### src/rtl/uart_tx_ctrl.sv
// rtl/uart_tx_ctrl.sv - UART transmit frame controller driving an external serializer
module uart_tx_ctrl #(
    parameter int DATA_WIDTH  = 8,
    parameter int WDOG_MARGIN = 2
) (
    input  logic                  clk,
    input  logic                  rst,
    input  logic                  data_valid,
    input  logic [DATA_WIDTH-1:0] data_in,
    input  logic                  par_en,
    input  logic                  par_typ,
    input  logic                  ser_data,
    input  logic                  ser_done,
    output logic                  ser_en,
    output logic                  busy,
    output logic                  tx_out,
    output logic                  wdog_err
);

    localparam int WDOG_LIMIT = DATA_WIDTH + WDOG_MARGIN;
    localparam int CNT_W      = $clog2(WDOG_LIMIT + 1);

    typedef enum logic [2:0] {
        S_IDLE   = 3'd0,
        S_START  = 3'd1,
        S_DATA   = 3'd2,
        S_PARITY = 3'd3,
        S_STOP   = 3'd4
    } state_t;

    state_t           state;
    state_t           state_nxt;
    logic [CNT_W-1:0] wdog_cnt;
    logic             par_bit;
    logic             par_en_q;
    logic             accept;
    logic             wdog_last;
    logic             wdog_hit;

    assign accept    = (state == S_IDLE) && data_valid;
    // wdog_cnt holds (DATA cycle index - 1), so this is the final permitted DATA cycle
    assign wdog_last = (wdog_cnt == CNT_W'(WDOG_LIMIT - 1));
    assign wdog_hit  = (state == S_DATA) && !ser_done && wdog_last;

    always_ff @(posedge clk or posedge rst) begin
        if (rst) begin
            state <= S_IDLE;
        end else begin
            state <= state_nxt;
        end
    end

    always_comb begin
        state_nxt = state;
        case (state)
            S_IDLE: begin
                if (data_valid) begin
                    state_nxt = S_START;
                end
            end
            S_START: begin
                state_nxt = S_DATA;
            end
            S_DATA: begin
                // ser_done takes priority over a coincident watchdog limit
                if (ser_done) begin
                    state_nxt = par_en_q ? S_PARITY : S_STOP;
                end else if (wdog_last) begin
                    state_nxt = S_STOP;
                end
            end
            S_PARITY: begin
                state_nxt = S_STOP;
            end
            S_STOP: begin
                state_nxt = S_IDLE;
            end
            default: begin
                state_nxt = S_IDLE;
            end
        endcase
    end

    always_ff @(posedge clk or posedge rst) begin
        if (rst) begin
            wdog_cnt <= '0;
        end else if (state != S_DATA) begin
            wdog_cnt <= '0;
        end else begin
            wdog_cnt <= wdog_cnt + CNT_W'(1);
        end
    end

    // par_typ is folded into par_bit at accept, so later host changes cannot leak in
    always_ff @(posedge clk or posedge rst) begin
        if (rst) begin
            par_bit  <= 1'b0;
            par_en_q <= 1'b0;
        end else if (accept) begin
            par_bit  <= (^data_in) ^ par_typ;
            par_en_q <= par_en;
        end
    end

    always_ff @(posedge clk or posedge rst) begin
        if (rst) begin
            wdog_err <= 1'b0;
        end else begin
            wdog_err <= wdog_hit;
        end
    end

    always_comb begin
        ser_en = 1'b0;
        busy   = 1'b0;
        tx_out = 1'b1;
        case (state)
            S_IDLE: begin
                ser_en = 1'b0;
                busy   = 1'b0;
                tx_out = 1'b1;
            end
            S_START: begin
                ser_en = 1'b1;
                busy   = 1'b1;
                tx_out = 1'b0;
            end
            S_DATA: begin
                ser_en = 1'b1;
                busy   = 1'b1;
                tx_out = ser_data;
            end
            S_PARITY: begin
                ser_en = 1'b0;
                busy   = 1'b1;
                tx_out = par_bit;
            end
            S_STOP: begin
                ser_en = 1'b0;
                busy   = 1'b1;
                tx_out = 1'b1;
            end
            default: begin
                ser_en = 1'b0;
                busy   = 1'b0;
                tx_out = 1'b1;
            end
        endcase
    end

endmodule

### config.mk
export PLATFORM = sky130hd
export DESIGN_NAME = uart_tx_ctrl
export DESIGN_NICKNAME = d
export VERILOG_FILES = /design/src/rtl/uart_tx_ctrl.sv
export SDC_FILE = /design/constraint.sdc
export NUM_CORES = 1
export LEC_CHECK = 0
export ABC_AREA = 1
export CORE_MARGIN = 2
export CORE_UTILIZATION = 45
export DETAILED_ROUTE_END_ITERATION = 16
export PLACE_DENSITY = 0.77
export SYNTH_ARGS = -nofsm -noshare
export SYNTH_HDL_FRONTEND = slang
export SYNTH_SLANG_ARGS = --single-unit
### constraint.sdc
create_clock -name clk -period 1.5 [get_ports clk]
set_clock_uncertainty 0.15 [all_clocks]
set_input_delay 0.3 -clock clk [delete_from_list [all_inputs] [get_ports clk]]
set_output_delay 0.3 -clock clk [all_outputs]
set_load 0.03 [all_outputs]
=== After elaboration in Yosys (flattened, before gate mapping) ===
Index checks and enable logic that the tools add are counted.

* Register bits after elaboration: 10
* Input port bits: 15
* Output and inout port bits: 4

* Add/subtract/negate cells: 1
* Equality and inequality tests: 8
* Muxes and demuxes: 9
* Bitwise operators: 1
* Reductions and logical operators: 9

{| class="wikitable"
|+ Operators by type and width
! operator !! number
|-
| $mux 3 || 4
|-
| $pmux 3 s4 || 1
|-
| $reduce_xor 8->1 || 1
|-
| $eq 3x2->1 const B || 2
|-
| $add 4x1->4 const B || 1
|-
| $eq 4x4->1 const B || 1
|-
| $mux 4 || 1
|-
| $reduce_or 4->1 || 1
|-
| $eq 3x1->1 const B || 1
|-
| $eq 3x3->1 const B || 1
|-
| $logic_and 1x1->1 || 3
|-
| $logic_not 3->1 || 1
|-
| $ne 3x2->1 const B || 1
|-
| $ne 3x3->1 const B || 1
|-
| $pmux 1 s3 || 1
|-
| $mux 1 || 2
|-
| $ne 2x2->1 const B || 1
|-
| $reduce_and 2->1 || 1
|-
| $reduce_or 2->1 || 1
|-
| $logic_not 1->1 || 1
|-
| $xor 1x1->1 || 1
|}

=== Logic depth before layout (Yosys ltp) ===
* Depth after elaboration: 4
* Mapped depth: 10
* Gate-level depth less buffers: 10

=== Worst setup path after synthesis ===
Ideal clock, no wire load.

* Path type: register to output
* Start: reg state[2]
* End: out ser_en
* Arrival: 1378 ps
* Required time: 1050 ps
* Setup slack: -328 ps
* Stages on the path, launching flop included: 4
* Buffers on the path: 0
* Path through: dfrtp_1 -> nor2_1 -> inv_1 -> o21ai_0

* Longest elaborated chain between the ends: 3
* Elaborated cells between the ends (all ways): 4
* Classes of those cells: eq/ne: 2; mux: 1; reduce/logical: 1

{| class="wikitable"
|+ RTL lines
! element !! RTL line !! source
|-
| from (decl) || 31 || <nowiki>state_t state;</nowiki>
|-
| from (signal assigned) || 49 || <nowiki>state <= state_nxt;</nowiki>
|-
| $eq 3x2->1 or $eq 3x1->1 (tied branches) || 117 || <nowiki>case (state)</nowiki>
|-
| $reduce_or 2->1 (no line) (*) || - ||
|-
| $mux 1 (*) || 117 ||
|-
| to (decl) || 14 || <nowiki>output logic ser_en,</nowiki>
|}

Mark *: on every way between the ends. The rest lies on a longest branch, timed or not.

=== Final worst setup path ===
* Start: reg state[2]
* End: out tx_out

* Longest elaborated chain between the ends: 2
* Elaborated cells between the ends (all ways): 4
* Classes of those cells: eq/ne: 3; mux: 1

{| class="wikitable"
|+ RTL lines
! element !! RTL line !! source
|-
| $eq 3x2->1 or $eq 3x1->1 (tied branches) || 117 ||
|-
| $pmux 1 s3 (*) || 117 ||
|-
| to (decl) || 16 || <nowiki>output logic tx_out,</nowiki>
|}

Marked as above.

==> results.md <==
- Inserted Diodes: 0
- Post-route total power: 0.001592 W
- Syn Nets: 109
- LEAKAGE: 0.5102 nW
- Max cap viols: 0
- WL final: 1233 um
- Slew margin rel.: 75.60%
- RSZ-0062 raised after global routing: true
- Gr ovfl total: 0
- Post-DP HPWL: 994.6 um
- Layout cells sized above 1: 25.00%
- Cells after Synth: 92
- RR Startpoint: state[2]
- Adder-cell share of the synthesized area: 3.868%
- Die area: 1757 um^2
- GRT Total Usage: 15.89%
- DRC Markers: 0
- I/O Buffers: 18
- Register area share after synthesis: 38.68%
- DR WL met3: 50 um
- Slew @ Worst Pin: 0.3656 ns
- Post-DRT Antenna Nets: 0
- Post-Syn Area: 646.9 um^2
- DP Worst Slack: -0.09440 ns
- Row Count: 13
- Highest metal used: met4
- Register-to-register setup slack: 0.16 ns
- Synth Area in Simple Gates: 39.07%
- Filler cells: 102
- CP endpoint kind: output pin
- Nets: 138
- Worst-path fanout max: 4
- Ys Warns: 0
- Initial core utilization: 49.10%
- Area grow syn2layout: 48.94%
- Met2 WL: 636 um
- Total core area: 1318 um^2
- Clock Sink Count: 10
- Worst Path Arrival: 1.22 ns
- Maximum vdd drop: 0.0009081 V
- Initial antenna violation count: 0
- RR Endpoint: state[2]
- Post-synthesis mux area share: 0%
- Final Slew Violations: 0
- Critical path class: register to output pin
- Fmax: 599.6 MHz
- H-Tree Depth: 1
- Final critical-path share of the clock period: 111.2%
- DRT iter0 DRCs: 3
- First-pass GRT wire length: 2187 um
- Router iterations before antenna repair: 3
- Worst reg2reg path depth: 7
- Die W: 41.92 um
- Worst hold slack: 0.1601 ns
- Power per Cell Area: 1653 nW/um^2
- Drt wl/cell: 9.133 um
- Fin. Hold Viols: 0
- Synth Register Bits: 10
- Failing checks: negative setup slack
- Compound-gate portion of the synthesized area: 4.449%
- Vias in the first global route: 601
- CTS Buf Count: 3
- Die Ht: 41.92 um
- Setup TNS: -0.4442 ns
- Reg clk slew, reported paths: 0.06 ns
- Setup Viol. Count Final: 3
- CTS Buffer Depth: 2
- Largest net degree at the start of global routing: 11
- CTS tree: done
- Syn Area/Cell: 7.031 um^2
- Outcome: finished, violations left
- Min Clock Period, post-route: 1.668 ns
- Hold_buf cts: 0
- Netlist cell types: 17
- Root Buffer Master: clkbuf_4
- Clk_lat worst skew: 0.26 ns
- Final worst slack: -0.1678 ns
- Vias: 650
- Vias per inst: 4.815
- # IOs: 19
- RePlAce Congestion: 0.8566
- Hold Crit Class: primary input to async pin
- WL met1: 507 um
- Largest family of logic cells by synthesized area: simple AND/OR/NAND/NOR gates
- Crit path launch type: register
- WP data required: 1.05 ns
- Post-synthesis xor/xnor area fraction: 4.062%
==> critical path: stages (launching register included) <==
cell and delay, ns:
dfrtp_2 0.46, nor2_4 0.17, buf_4 0.15, o21ai_4 0.05, buf_6 0.13
==> per-layer routing <==
layer / up-vias / global-route usage [%]
li1: 336 / -
met1: 287 / 18.03
met2: 21 / 27.81
met3: 6 / 2.609
met4: 0 / 9.032
met5: - / 0
==> report_power, final <==
| group | internal [W] | total, W | leakage, nW | switching (W) |
|---|---|---|---|---|
| Sequential | 0.000353 | 0.000436 | 0.131 | 0.0000832 |
| Clock | 0.000147 | 0.000235 | 0.0210 | 0.0000877 |
| Combinational | 0.000406 | 0.000921 | 0.358 | 0.000515 |
==> layout by cell type (no fill, tap or decap) <==
| master | count |
|---|---|
| nand2_1 | 27 |
| clkdlybuf4s50_1 | 14 |
| inv_1 | 13 |
| nor2_1 | 11 |
| dfrtp_1 | 9 |
| nand3_1 | 6 |
| buf_4 | 6 |
| inv_2 | 4 |
| nor2_4 | 3 |
| clkbuf_4 | 3 |
| buf_6 | 3 |
| nor3_1 | 2 |
| nand2_2 | 2 |
| o21ai_2 | 2 |
| nand3_2 | 2 |
| xor2_1 | 2 |
| ha_1 | 2 |
| nand2_4 | 1 |
| a21oi_1 | 1 |
| xnor2_1 | 1 |
| nor3_2 | 1 |
| o21ai_4 | 1 |
| o21ai_0 | 1 |
| clkbuf_8 | 1 |
| dlygate4sd2_1 | 1 |
| dfrtp_2 | 1 |
==> kinds of logic after synthesis <==
logic type | Yosys count
compound gates | 5
xor+xnor | 3
fa+ha+maj | 2
buf+inv | 17
flops | 10
simple gates | 55
==> cells in the mapped netlist <==
| master | count | share of area, % |
|---|---|---|
| nor2_4 | 2 | 3.5 |
| o21ai_0 | 3 | 2.3 |
| inv_1 | 15 | 8.7 |
| ha_1 | 2 | 3.9 |
| nand3_2 | 1 | 1.5 |
| nand2_2 | 2 | 1.9 |
| nand2_4 | 1 | 1.7 |
| xor2_1 | 2 | 2.7 |
| inv_2 | 2 | 1.2 |
| a21oi_1 | 1 | 0.77 |
| nor2_1 | 12 | 7.0 |
| nand3_1 | 7 | 5.4 |
| nor3_1 | 3 | 2.3 |
| nand2_1 | 27 | 16 |
| o21ai_2 | 1 | 1.4 |
| xnor2_1 | 1 | 1.4 |
| dfrtp_1 | 10 | 39 |
==> what timing repair did <==
action | 4_1_cts | 5_1_grt
setup endpoints to repair | 4 | 3
pin swaps | 1 | 1
gates resized for setup | 6 | 8
gates cloned | 0 | 0
buffers inserted | 1 | 3
==> sequential cells by signal, indices dropped and copies added (netlist names) <==
register,flops
wdog_cnt,4
state,3
par_bit,1
par_en_q,1
wdog_err,1
==> area by class of cell <==
class	instances	area, um^2	area share (%)
Inverter	17	63.81	6.623
Multi-Input combinational cell	65	365.4	37.92
Tap cell	15	18.77	1.948
Timing Repair Buffer	24	227.7	23.64
Sequential cell	10	251.5	26.10
Clock buffer	4	36.28	3.766
==> how the worst max path moves through the flow <==
stage | slack, ns | startpoint | endpoint | depth (start not counted)
after global placement | -0.07 | data_in[0] | par_bit | 10
after global routing | -0.23 | state[2] | ser_en | 4
after CTS | -0.13 | state[2] | tx_out | 4
final | -0.17 | state[2] | tx_out | 4
after detailed placement | -0.09 | data_in[0] | par_bit | 10
after floorplan | -0.11 | state[2] | ser_en | 3
==> through the flow <==
stage,util [%],area (um^2),instances
6_report,73.12,963.4,135
5_1_grt,73.12,963.4,135
4_1_cts,68.95,908.4,132
3_5_place_dp,64.77,853.3,127
3_3_place_gp,64.77,853.3,127
2_1_floorplan,-,646.9,92
(Power assumes the default switching activity.)
